### src/rtl/decode_stage_reg.sv
// Registered MIPS decode stage: one instruction per accepted transfer, 1-cycle latency into the ID/EX bundle.
// Backpressure: the bundle holds while ex_ready=0; load-use hazards insert one bubble; HALT is sticky until flush/RST.
module decode_stage_reg #(
  parameter int PC_W      = 32,
  parameter bit EN_ATOMIC = 1'b1,
  parameter bit EN_HAZARD = 1'b1
) (
  input  logic            CLK,
  input  logic            RST,
  input  logic            if_valid,
  input  logic [31:0]     if_instr,
  input  logic [PC_W-1:0] if_npc,
  output logic            id_ready,
  input  logic            ex_ready,
  input  logic            flush,
  output logic            ex_valid,
  output logic [1:0]      ex_pcsrc,
  output logic [1:0]      ex_extop,
  output logic            ex_alusrc,
  output logic            ex_shamt_sel,
  output logic [3:0]      ex_aluop,
  output logic [1:0]      ex_wdat_sel,
  output logic [4:0]      ex_wsel,
  output logic            ex_rWEN,
  output logic            ex_dREN,
  output logic            ex_dWEN,
  output logic            ex_datomic,
  output logic            ex_bne,
  output logic            ex_halt,
  output logic [4:0]      ex_rs,
  output logic [4:0]      ex_rt,
  output logic [15:0]     ex_imm,
  output logic [4:0]      ex_shamt,
  output logic [PC_W-1:0] ex_npc,
  output logic            halted,
  output logic            illegal
);

  localparam logic [3:0] ALU_SLL  = 4'd0;
  localparam logic [3:0] ALU_SRL  = 4'd1;
  localparam logic [3:0] ALU_ADD  = 4'd2;
  localparam logic [3:0] ALU_SUB  = 4'd3;
  localparam logic [3:0] ALU_AND  = 4'd4;
  localparam logic [3:0] ALU_OR   = 4'd5;
  localparam logic [3:0] ALU_XOR  = 4'd6;
  localparam logic [3:0] ALU_NOR  = 4'd7;
  localparam logic [3:0] ALU_SLT  = 4'd8;
  localparam logic [3:0] ALU_SLTU = 4'd9;

  localparam logic [5:0] OP_RTYPE = 6'h00;
  localparam logic [5:0] OP_J     = 6'h02;
  localparam logic [5:0] OP_JAL   = 6'h03;
  localparam logic [5:0] OP_BEQ   = 6'h04;
  localparam logic [5:0] OP_BNE   = 6'h05;
  localparam logic [5:0] OP_ADDI  = 6'h08;
  localparam logic [5:0] OP_ADDIU = 6'h09;
  localparam logic [5:0] OP_SLTI  = 6'h0a;
  localparam logic [5:0] OP_SLTIU = 6'h0b;
  localparam logic [5:0] OP_ANDI  = 6'h0c;
  localparam logic [5:0] OP_ORI   = 6'h0d;
  localparam logic [5:0] OP_XORI  = 6'h0e;
  localparam logic [5:0] OP_LUI   = 6'h0f;
  localparam logic [5:0] OP_LW    = 6'h23;
  localparam logic [5:0] OP_SW    = 6'h2b;
  localparam logic [5:0] OP_LL    = 6'h30;
  localparam logic [5:0] OP_SC    = 6'h38;
  localparam logic [5:0] OP_HALT  = 6'h3f;

  localparam logic [5:0] FN_SLL  = 6'h00;
  localparam logic [5:0] FN_SRL  = 6'h02;
  localparam logic [5:0] FN_JR   = 6'h08;
  localparam logic [5:0] FN_ADD  = 6'h20;
  localparam logic [5:0] FN_ADDU = 6'h21;
  localparam logic [5:0] FN_SUB  = 6'h22;
  localparam logic [5:0] FN_SUBU = 6'h23;
  localparam logic [5:0] FN_AND  = 6'h24;
  localparam logic [5:0] FN_OR   = 6'h25;
  localparam logic [5:0] FN_XOR  = 6'h26;
  localparam logic [5:0] FN_NOR  = 6'h27;
  localparam logic [5:0] FN_SLT  = 6'h2a;
  localparam logic [5:0] FN_SLTU = 6'h2b;

  typedef enum logic [0:0] {S_RUN, S_HALTED} state_t;
  state_t state, state_nxt;

  logic [5:0]  opcode, funct;
  logic [4:0]  rs, rt, rd, shamt;
  logic [15:0] imm;

  assign opcode = if_instr[31:26];
  assign rs     = if_instr[25:21];
  assign rt     = if_instr[20:16];
  assign rd     = if_instr[15:11];
  assign shamt  = if_instr[10:6];
  assign funct  = if_instr[5:0];
  assign imm    = if_instr[15:0];

  logic [1:0] d_pcsrc, d_extop, d_wdat_sel;
  logic       d_alusrc, d_shamt_sel;
  logic [3:0] d_aluop;
  logic [4:0] d_wsel;
  logic       d_rwen, d_dren, d_dwen, d_atomic, d_bne, d_halt, d_illegal;
  logic       uses_rs, uses_rt;

  always_comb begin
    d_pcsrc     = 2'd0;
    d_extop     = 2'd0;
    d_alusrc    = 1'b0;
    d_shamt_sel = 1'b0;
    d_aluop     = ALU_ADD;
    d_wdat_sel  = 2'd2;
    d_wsel      = rt;
    d_rwen      = 1'b0;
    d_dren      = 1'b0;
    d_dwen      = 1'b0;
    d_atomic    = 1'b0;
    d_bne       = 1'b0;
    d_halt      = 1'b0;
    d_illegal   = 1'b0;
    uses_rs     = 1'b1;
    uses_rt     = 1'b0;
    case (opcode)
      OP_RTYPE: begin
        uses_rt = 1'b1;
        d_wsel  = rd;
        d_rwen  = 1'b1;
        case (funct)
          FN_SLL: begin d_aluop = ALU_SLL; d_alusrc = 1'b1; d_shamt_sel = 1'b1; end
          FN_SRL: begin d_aluop = ALU_SRL; d_alusrc = 1'b1; d_shamt_sel = 1'b1; end
          FN_JR:  begin d_pcsrc = 2'd2; d_rwen = 1'b0; end
          FN_ADD, FN_ADDU: d_aluop = ALU_ADD;
          FN_SUB, FN_SUBU: d_aluop = ALU_SUB;
          FN_AND:  d_aluop = ALU_AND;
          FN_OR:   d_aluop = ALU_OR;
          FN_XOR:  d_aluop = ALU_XOR;
          FN_NOR:  d_aluop = ALU_NOR;
          FN_SLT:  d_aluop = ALU_SLT;
          FN_SLTU: d_aluop = ALU_SLTU;
          default: begin d_illegal = 1'b1; d_rwen = 1'b0; end
        endcase
      end
      OP_J:   begin uses_rs = 1'b0; d_pcsrc = 2'd1; end
      OP_JAL: begin
        uses_rs = 1'b0; d_pcsrc = 2'd1; d_wsel = 5'd31; d_wdat_sel = 2'd3; d_rwen = 1'b1;
      end
      OP_BEQ, OP_BNE: begin
        uses_rt = 1'b1; d_pcsrc = 2'd3; d_extop = 2'd1; d_aluop = ALU_SUB;
        d_bne   = (opcode == OP_BNE);
      end
      OP_ADDI, OP_ADDIU: begin d_alusrc = 1'b1; d_extop = 2'd1; d_rwen = 1'b1; end
      OP_SLTI:  begin d_alusrc = 1'b1; d_extop = 2'd1; d_aluop = ALU_SLT;  d_rwen = 1'b1; end
      OP_SLTIU: begin d_alusrc = 1'b1; d_extop = 2'd1; d_aluop = ALU_SLTU; d_rwen = 1'b1; end
      OP_ANDI:  begin d_alusrc = 1'b1; d_aluop = ALU_AND; d_rwen = 1'b1; end
      OP_ORI:   begin d_alusrc = 1'b1; d_aluop = ALU_OR;  d_rwen = 1'b1; end
      OP_XORI:  begin d_alusrc = 1'b1; d_aluop = ALU_XOR; d_rwen = 1'b1; end
      OP_LUI: begin
        uses_rs = 1'b0; d_extop = 2'd2; d_alusrc = 1'b1; d_wdat_sel = 2'd0; d_rwen = 1'b1;
      end
      OP_LW: begin
        d_alusrc = 1'b1; d_extop = 2'd1; d_wdat_sel = 2'd1; d_rwen = 1'b1; d_dren = 1'b1;
      end
      OP_SW: begin uses_rt = 1'b1; d_alusrc = 1'b1; d_extop = 2'd1; d_dwen = 1'b1; end
      OP_LL: begin
        if (EN_ATOMIC) begin
          d_alusrc = 1'b1; d_extop = 2'd1; d_wdat_sel = 2'd1;
          d_rwen   = 1'b1; d_dren  = 1'b1; d_atomic   = 1'b1;
        end else begin
          d_illegal = 1'b1;
        end
      end
      OP_SC: begin
        uses_rt = 1'b1;
        // SC writes its success flag back to rt through the memory return path
        if (EN_ATOMIC) begin
          d_alusrc = 1'b1; d_extop = 2'd1; d_wdat_sel = 2'd1;
          d_rwen   = 1'b1; d_dwen  = 1'b1; d_atomic   = 1'b1;
        end else begin
          d_illegal = 1'b1;
        end
      end
      OP_HALT: begin uses_rs = 1'b0; d_halt = 1'b1; end
      default: d_illegal = 1'b1;
    endcase
    if (d_wsel == 5'd0) d_rwen = 1'b0;
  end

  logic adv, hazard, accept;

  assign adv    = !ex_valid || ex_ready;
  assign hazard = EN_HAZARD && ex_valid && ex_dREN && ex_rWEN && (ex_wsel != 5'd0) &&
                  ((uses_rs && (ex_wsel == rs)) || (uses_rt && (ex_wsel == rt)));
  assign id_ready = (state == S_RUN) && adv && !hazard && !flush && !RST;
  assign accept   = if_valid && id_ready;
  assign halted   = (state == S_HALTED);

  always_ff @(posedge CLK) begin
    if (RST) state <= S_RUN;
    else     state <= state_nxt;
  end

  always_comb begin
    state_nxt = state;
    if (flush)                  state_nxt = S_RUN;
    else if (accept && d_halt)  state_nxt = S_HALTED;
  end

  always_ff @(posedge CLK) begin
    if (RST) begin
      ex_valid     <= 1'b0;
      ex_pcsrc     <= 2'd0;
      ex_extop     <= 2'd0;
      ex_alusrc    <= 1'b0;
      ex_shamt_sel <= 1'b0;
      ex_aluop     <= 4'd0;
      ex_wdat_sel  <= 2'd0;
      ex_wsel      <= 5'd0;
      ex_rWEN      <= 1'b0;
      ex_dREN      <= 1'b0;
      ex_dWEN      <= 1'b0;
      ex_datomic   <= 1'b0;
      ex_bne       <= 1'b0;
      ex_halt      <= 1'b0;
      ex_rs        <= 5'd0;
      ex_rt        <= 5'd0;
      ex_imm       <= 16'd0;
      ex_shamt     <= 5'd0;
      ex_npc       <= '0;
      illegal      <= 1'b0;
    end else begin
      illegal <= accept && d_illegal;
      if (accept) begin
        ex_valid     <= 1'b1;
        ex_pcsrc     <= d_pcsrc;
        ex_extop     <= d_extop;
        ex_alusrc    <= d_alusrc;
        ex_shamt_sel <= d_shamt_sel;
        ex_aluop     <= d_aluop;
        ex_wdat_sel  <= d_wdat_sel;
        ex_wsel      <= d_wsel;
        ex_rWEN      <= d_rwen;
        ex_dREN      <= d_dren;
        ex_dWEN      <= d_dwen;
        ex_datomic   <= d_atomic;
        ex_bne       <= d_bne;
        ex_halt      <= d_halt;
        ex_rs        <= rs;
        ex_rt        <= rt;
        ex_imm       <= imm;
        ex_shamt     <= shamt;
        ex_npc       <= if_npc;
      end else if (adv || flush) begin
        // bubble: side-effecting enables are dropped so a stale bundle can never act
        ex_valid   <= 1'b0;
        ex_rWEN    <= 1'b0;
        ex_dREN    <= 1'b0;
        ex_dWEN    <= 1'b0;
        ex_datomic <= 1'b0;
        ex_halt    <= 1'b0;
      end
    end
  end

endmodule

### config.mk
export PLATFORM = sky130hd
export DESIGN_NAME = decode_stage_reg
export DESIGN_NICKNAME = d
export VERILOG_FILES = /design/src/rtl/decode_stage_reg.sv
export SDC_FILE = /design/constraint.sdc
export NUM_CORES = 1
export LEC_CHECK = 0
export ABC_CLOCK_PERIOD_IN_PS = 6920
export CORE_MARGIN = 2
export CORE_UTILIZATION = 47
export DETAILED_ROUTE_END_ITERATION = 10
export HOLD_SLACK_MARGIN = 0.15
export PLACE_DENSITY = 0.85
export SLEW_MARGIN = 5
export SYNTH_ARGS = -nofsm -noshare
export SYNTH_HDL_FRONTEND = slang
export SYNTH_SLANG_ARGS = --single-unit
export TNS_END_PERCENT = 20
### constraint.sdc
create_clock -name CLK -period 6.92 [get_ports CLK]
set_input_delay 1.384 -clock CLK [delete_from_list [all_inputs] [get_ports CLK]]
set_output_delay 1.384 -clock CLK [all_outputs]
set_load 0.05 [all_outputs]
== Yosys cells after proc, flatten, opt, wreduce, memory -nomap -nowiden ==
Index checks and enable logic that the tools add are counted.
Storage, ports and cells
  register bits after elaboration: 89
  input port bits: 69
  word-level logic and storage cells: 124
Operators by class
  equal/unequal tests: 31
  bitwise gates (word level): 1
  muxes and demuxes: 29
  reductions and logical operators: 42
Operators with widths (number)
  == test 6 bit (second input constant): 15
  == test 6 x 4 -> 1 bit (second input constant): 9
  one-hot mux 4 bit (9 select lines): 1
  OR reduction 12 bit: 3
  one-hot mux 4 bit (7 select lines): 1
  2-to-1 mux 1 bit: 19
  == test 6 x 2 -> 1 bit (second input constant): 3
  OR reduction 17 bit: 1
  OR reduction 2 bit: 8
  logical AND 1 bit: 13
  OR reduction 13 bit: 1
  == test 6 x 3 -> 1 bit (second input constant): 2
  logical NOT 6 bit: 2
  one-hot mux 2 bit (3 select lines): 2
  == test 5 bit: 2
  one-hot mux 5 bit (2 select lines): 1
  OR reduction 10 bit: 1
  one-hot mux 1 bit (2 select lines): 3
  logical NOT 5 bit: 1
  nonzero test 5 bit: 1
  OR reduction 5 bit: 1
  logical NOT 1 bit: 4
  one-hot mux 2 bit (2 select lines): 1
  OR reduction 4 bit: 1
  other kinds (5): 7

== Depth between registers and ports, before layout ==
Gate-level depths: netlist of the first run.
  word-level depth: 12
  mapped depth: 9
  depth with buffers taken out: 6

== Worst setup path after synthesis of the first run ==
OpenSTA, ideal clock, no wires.
  path kind: in2out
  start: in if_instr[28]
  end: out id_ready
  data arrival time: 3.208 ns
  path buffers: 2
  path slack: 2.328 ns
  stages on the path: 7
  path through: buf_6 > or4_4 > o22ai_2 > nor4_2 > o21ai_4 > clkbuf_1 > and2_1
On the way
  word-level cells in the longest chain between the ends: 10
  elaborated cells between the ends (all ways): 21
Ends and longest elaborated chain
  start: declaration: line 11  | input logic [31:0] if_instr,
  == test 6 x 3 -> 1 bit (tied with other cells): line 122  | case (opcode)
  OR reduction 5 bit (no source line) / OR reduction 4 bit (equally long branches)
  2-to-1 mux 1 bit: line 122
  logical AND 1 bit: line 191  | ((uses_rs && (ex_wsel == rs)) || (uses_rt && (ex_wsel == rt)));
  logical OR 1 bit *: line 191
  logical AND 1 bit *: line 190  | assign hazard = EN_HAZARD && ex_valid && ex_dREN && ex_rWEN && (ex_wsel != 5'd0) &&
  logical NOT 1 bit *: line 192  | assign id_ready = (state == S_RUN) && adv && !hazard && !flush && !RST;
  logical AND 1 bit * (3 in a row): line 192
  end: declaration: line 13  | output logic id_ready,
Mark *: on every way between the ends. The rest lies on a longest branch, timed or not.

== Final worst setup path of the first run ==
  start: in if_instr[31]
  end: out id_ready
The elaborated chain is that of the path after synthesis.

==> results of run 1 <==
## kinds of logic (layout without fill, tap and decap cells)
| kind of cell | Yosys count | count (layout) | synth area share |
|---|---|---|---|
| AOI/OAI and AO/OA | 187 | 187 | 0.2740 |
| and+or+nand+nor | 141 | 141 | 0.1901 |
| DFF | 84 | 84 | 0.4224 |
| buffers and inverters | 61 | 185 | 0.07165 |
| xor gates and xnor gates | 12 | 12 | 0.02640 |
| muxes | 6 | 6 | 0.01540 |
## metrics by stage
step / util / total power, mW / hold WS (ns) / instances
CTS: 0.6863 / 1.048 / 0.4699 / 720
global route: 0.6863 / 1.082 / 0.4917 / 720
floorplan: - / 0.6427 / 0.6689 / 491
global placement: 0.6650 / 0.7271 / 0.4492 / 704
detailed placement: 0.6650 / 0.7313 / 0.4567 / 704
finish: 0.6863 / 1.044 / 0.4739 / 720
## power by group through the flow
stage / registers [mW] / clock network (mW) / logic (mW)
final: 0.508 / 0.322 / 0.214
after global routing: 0.509 / 0.346 / 0.226
after CTS: 0.508 / 0.327 / 0.214
after detailed placement: 0.519 / 0 / 0.213
after global placement: 0.518 / 0 / 0.209
after floorplan: 0.571 / 0 / 0.0713
## placed cells by master, fill, tap and decap left out, types with 3 or more instances in the layout
cell type,synthesis,final
clkinvlp_4,0,4
buf_4,5,4
xnor2_1,7,7
or4_1,4,4
nand2_1,16,15
nor4_1,6,6
a21oi_1,79,79
nand4_1,3,3
inv_1,7,7
nor3_1,10,10
nand2b_1,5,5
xor2_1,5,5
o21ai_0,75,75
clkbuf_8,0,9
dfxtp_1,84,84
nor2_1,7,7
nand3_1,68,68
nor2b_1,5,5
or3_1,4,4
clkdlybuf4s50_1,0,157
a311oi_1,3,3
mux2i_1,5,5
## area by class of cell
| class | instances | area share |
|---|---|---|
| clock inverter | 6 | 0.008431 |
| multi-input combinational | 346 | 0.3579 |
| clock buffer | 10 | 0.02263 |
| tap | 105 | 0.02330 |
| timing repair buffer | 162 | 0.2849 |
| inverter | 7 | 0.004659 |
| sequential | 84 | 0.2982 |
## critical path, cell delays in order
cell	delay, ns
clkdlybuf4s50_1	0.65
nor4_1	0.52
o21ai_1	0.20
a2111oi_4	0.45
o21ai_4	0.10
and2_1	0.17
clkdlybuf4s50_1	0.69
## worst max path at each step
stage	cells past startpoint	start	end	slack, ns
after floorplan	7	if_instr[28]	id_ready	2.33
after global placement	7	if_instr[28]	id_ready	1.47
after detailed placement	7	if_instr[28]	id_ready	1.43
after CTS	7	if_instr[31]	id_ready	1.41
after global routing	7	if_instr[31]	id_ready	1.26
final	7	if_instr[31]	id_ready	1.37
## sequential cells by signal, indices dropped and copies added (netlist names), 2 cells and up
register,flops
ex_rt,5
ex_aluop,4
ex_imm,16
ex_rs,5
ex_wsel,5
ex_extop,2
ex_pcsrc,2
ex_npc,32
ex_wdat_sel,2
## per-layer routing
| layer | vias up | global-route usage | routed length (µm) |
|---|---|---|---|
| met1 | 2000 | 0.3430 | 5083 |
| met4 | 0 | 0.1083 | 320 |
| li1 | 2016 | - | - |
| met2 | 213 | 0.4103 | 5916 |
| met5 | - | 0 | 0 |
| met3 | 28 | 0.06656 | 1150 |
==> impl_metrics.py, run 1 <==
metrics = {
    "run_status": {
        "status": "completed",
    },
    "setup_path": {
        "endpoint_kind": "output pin",
        "r2r-start": "ex_wsel[0]",
        "reg2reg_depth": 7,
        "cp_data_arrival_time_ns": 4.17,
        "cp_max_fo": 15,
        "start_kind": "input pin",
        "path_class": "in -> out",
        "worstReg2RegEnd": "ex_bne",
        "crit_required_ns": 5.54,
        "r2r_setup_slack_ns": 3.96,
    },
    "routing": {
        "wire_per_inst_um": 17.32,
        "dr.pass1.iters": 6,
        "vias": 4257,
        "drt_iter0_drc": 347,
        "route.detailed.drc": 0,
        "postRouteAntennaNets": 0,
        "vias_per_cell": 5.913,
        "wirelength_mm": 12.47,
    },
    "power": {
        "clkPwrFrac": 0.309,
        "seqPwrFrac": 0.486,
        "ir_drop_v": 0.0001152,
        "p_sw_mw": 0.3263,
        "switching_share": 0.3125,
        "power.internal_mw": 0.7178,
        "comb_power_share": 0.205,
        "p_leak_nw": 1.850,
        "power_density_nw_per_um2": 185.1,
    },
    "grt": {
        "grt_pass1_vias": 3919,
        "grt-ovfl-total": 0,
        "grt_pass1_wl_mm": 19.21,
        "antenna_found_initial": 0,
        "grt_start_max_net_pins": 81,
        "grt_use_total": 0.2621,
    },
    "synth": {
        "synth_edf_count": 0,
        "ys_top_cells_by_count": "84 x dfxtp_1, 79 x a21oi_1, 75 x o21ai_0",
        "synth_cells": 491,
        "postSynthAreaPerCell_um2": 8.109,
        "synth.top_cell.area_share": 0.4224,
        "syn-cell-area_um2": 3981,
        "synth_ff_type": "dfxtp_1",
        "yosys.cell_types.count": 57,
        "ys_seq_area_frac": 0.4224,
        "synth-seq-cells": 84,
        "syn_nets": 560,
        "yosys_warnings": 0,
        "synthArstFlopShare": 0,
        "yosysMostFrequentCell": "dfxtp_1",
        "yosysTopAreaCell": "dfxtp_1",
        "synthTopCellsByArea": "dfxtp_1 42%, a21oi_1 9.9%, o21ai_0 9.4%, nand3_1 8.5%, clkbuf_1 3.7%",
    },
    "cts": {
        "post_cts.repair.setup_buffers": 0,
        "path_clk_slew_ns": 0.09,
        "cts_tree": "done",
        "cts_max_path_buffers": 2,
        "hold_buffers": 0,
        "cts-buffers-inserted": 9,
        "cts_root_buffer": "clkbuf_8",
        "cts.sinks": 84,
        "cts-resized-gates": 0,
        "insertion_delay_ns": 0.36,
        "h-tree-depth": 3,
    },
    "finish": {
        "syn2layout_area_growth_pct": 41.64,
        "drive_above_1_share": 0.05854,
        "multi_input_area_um2": 2018,
        "seq_area_um2": 1682,
        "num-fill-cells": 669,
        "nets": 679,
        "num_antenna_cells": 0,
        "design_area_um2": 5639,
    },
    "sta": {
        "hold_violations": 0,
        "timing.final.ws_setup_ns": 1.369,
        "min_period_ns": 5.551,
        "maxSlewHeadroom": 0.3873,
        "finalSetupTns_ns": 0,
        "skew_ns": 0.01254,
        "fin_crit_sh": 0.8021,
        "rsz0062_at_grt": "no",
        "drv_slew": 0,
        "fmax_mhz": 180.2,
        "setup_viol": 0,
        "tightest_slew_ns": 0.9157,
    },
    "placed_design": {
        "io_buffers": 158,
        "place_area_um2": 5464,
        "dp_hpwl_mm": 8.161,
        "gp_congestion": 0.8900,
        "dp_slack_ns": 1.429,
    },
    "die": {
        "initial_utilization": 0.4845,
        "ios": 159,
        "core_region_area_um2": 8217,
        "dieArea_um2": 9223,
        "rows": 33,
        "die_x_um": 96.04,
        "die_h_um": 96.04,
    },
    "min_path": {
        "hold_path_depth": 2,
        "worstHoldStart": "ex_extop[1]",
        "hp-class": "reg -> reg",
        "min_to": "ex_extop[1]",
    },
    "run": {
        "maxCapViolCount": 0,
    },
}
Power figures use the tool's default switching activity.
==> run 2, diff against run 1 <==
ABC_CLOCK_PERIOD_IN_PS = 5600   (was 6920)
CORE_UTILIZATION = 44   (was 47)
PLACE_DENSITY = 0.8   (was 0.85)
clock period = 5.6 ns   (was 6.92 ns; I/O delays follow)
==> run 2 against run 1 <==
Critical path depth unchanged. Count of clock-buffer cells in the layout unchanged. Sequential power up 24%. Flip-flop and latch count unchanged. Clock power up 41%. Clock skew up 0.0034 ns. Largest power group unchanged.
==> impl_metrics.py, run 2 (synthesis gave the netlist of run 1 again) <==
metrics = {
    "run_status": {
        "status": "completed",
    },
    "power": {
        "total_power_mw": 1.346,
        "ir_drop_v": 0.0001768,
        "p_leak_nw": 1.879,
        "power_density_nw_per_um2": 236.7,
    },
    "die": {
        "ios": 159,
        "die_x_um": 99.13,
        "core_region_area_um2": 8763,
        "dieArea_um2": 9826,
        "die_h_um": 99.13,
        "initial_utilization": 0.4543,
        "rows": 34,
    },
    "min_path": {
        "hp-class": "reg -> reg",
        "min_to": "ex_dWEN",
        "hold_path_depth": 2,
        "worstHoldStart": "ex_dWEN",
    },
    "finish": {
        "syn2layout_area_growth_pct": 42.83,
        "multi_input_area_um2": 2018,
        "largest_reg_flops": 32,
        "nets": 679,
        "final_cell_mix": "156 x clkdlybuf4s50_1, 84 x dfxtp_1, 79 x a21oi_1, 75 x o21ai_0, 68 x nand3_1",
        "num_antenna_cells": 0,
        "final_common_cell": "clkdlybuf4s50_1",
        "reg_top3": "ex_npc x32, ex_imm x16",
        "largest_register": "ex_npc",
        "fin_cells": 723,
        "design_area_um2": 5687,
        "seq_area_um2": 1682,
        "drive_above_1_share": 0.06179,
        "num-fill-cells": 762,
    },
    "routing": {
        "wirelength_mm": 12.43,
        "postRouteAntennaNets": 0,
        "dr.pass1.iters": 5,
        "drt_iter0_drc": 250,
        "route.detailed.drc": 0,
        "wire_per_inst_um": 17.19,
        "vias": 4197,
        "vias_per_cell": 5.805,
    },
    "placed_design": {
        "gp_congestion": 0.9488,
        "io_buffers": 158,
        "place_inst": 707,
        "place_area_um2": 5478,
        "dp_hpwl_mm": 8.468,
    },
    "setup_path": {
        "start_kind": "input pin",
        "worstReg2RegEnd": "ex_bne",
        "cp_max_fo": 15,
        "r2r-start": "ex_wsel[0]",
        "endpoint_kind": "output pin",
        "crit_required_ns": 4.48,
        "reg2reg_depth": 7,
        "startpoint": "if_instr[31]",
        "cp_data_arrival_time_ns": 3.30,
        "path_class": "in -> out",
        "r2r_setup_slack_ns": 2.83,
    },
    "grt": {
        "grt_use_total": 0.2437,
        "grt-ovfl-total": 0,
        "grt_start_max_net_pins": 81,
        "grt_pass1_wl_mm": 19.57,
        "antenna_found_initial": 0,
        "grt_pass1_vias": 3921,
    },
    "sta": {
        "drv_slew": 0,
        "setup_viol": 0,
        "fin_crit_sh": 0.7887,
        "hold_ws_ns": 0.4699,
        "min_period_ns": 4.417,
        "rsz0062_at_grt": "no",
        "tightest_slew_ns": 0.8526,
        "hold_violations": 0,
        "maxSlewHeadroom": 0.4316,
        "finalSetupTns_ns": 0,
        "skew_ns": 0.01597,
        "fmax_mhz": 226.4,
    },
    "cts": {
        "h-tree-depth": 3,
        "cts_max_path_buffers": 2,
        "cts_root_buffer": "clkbuf_8",
        "cts-buffers-inserted": 9,
        "cts.sinks": 84,
        "hold_buffers": 0,
        "path_clk_slew_ns": 0.09,
        "post_cts.repair.setup_buffers": 0,
        "cts_tree": "done",
        "cts-resized-gates": 0,
        "insertion_delay_ns": 0.35,
    },
    "run": {
        "maxCapViolCount": 0,
    },
}
-- run 2: changes by cell type in the layout (fill, tap and decap cells not counted) --
cell | previous run | this run
bufinv_16 | 0 | 1
clkdlybuf4s50_1 | 157 | 156
clkbuf_8 | 9 | 10
buf_12 | 0 | 1
clkbuf_1 | 1 | 0
clkinvlp_4 | 4 | 2
clkinv_4 | 0 | 1
-- run 2: how the worst max path moves through the flow --
stage,to,slack [ns],cells past startpoint
after floorplan,id_ready,1.54,7
after global placement,id_ready,1.25,7
after detailed placement,ex_bne,1.22,8
after CTS,id_ready,1.21,7
after global routing,id_ready,1.05,7
final,id_ready,1.18,7
-- run 2: critical path, cell delays in order --
cell	delay, ns
clkdlybuf4s50_1	0.65
nor4_1	0.46
o21ai_1	0.18
a2111oi_4	0.44
o21ai_4	0.10
and2_1	0.19
buf_12	0.15
-- run 2: layout make-up --
class	count	share of cell area
clock buffers	10	0.02420
clock inverters	6	0.01254
inverters	7	0.004620
multi-input cells	346	0.3549
flip-flops and latches	84	0.2957
well taps	108	0.02376
repair buffers	162	0.2843
-- run 2: metal layers --
metal / wire (µm) / share of wire / up-vias / GRT usage
met5: 0 / 0 / - / 0
met4: 164 / 0.013 / 0 / 0.06849
met3: 918 / 0.074 / 15 / 0.05130
met2: 6095 / 0.49 / 176 / 0.4012
met1: 5252 / 0.42 / 1982 / 0.3251
li1: - / - / 2024 / -
-- run 2: power by group --
part           internal [mW]  switching, mW
Clock                  0.222          0.230
Combinational          0.107          0.158
Sequential             0.616         0.0122
-- run 2: through the flow --
step / worst slack, ns / util
final: 1.183 / 0.6489
after global routing: 1.051 / 0.6489
after CTS: 1.211 / 0.6489
after detailed placement: 1.216 / 0.6251
after global placement: 1.250 / 0.6251
after floorplan: 1.536 / -
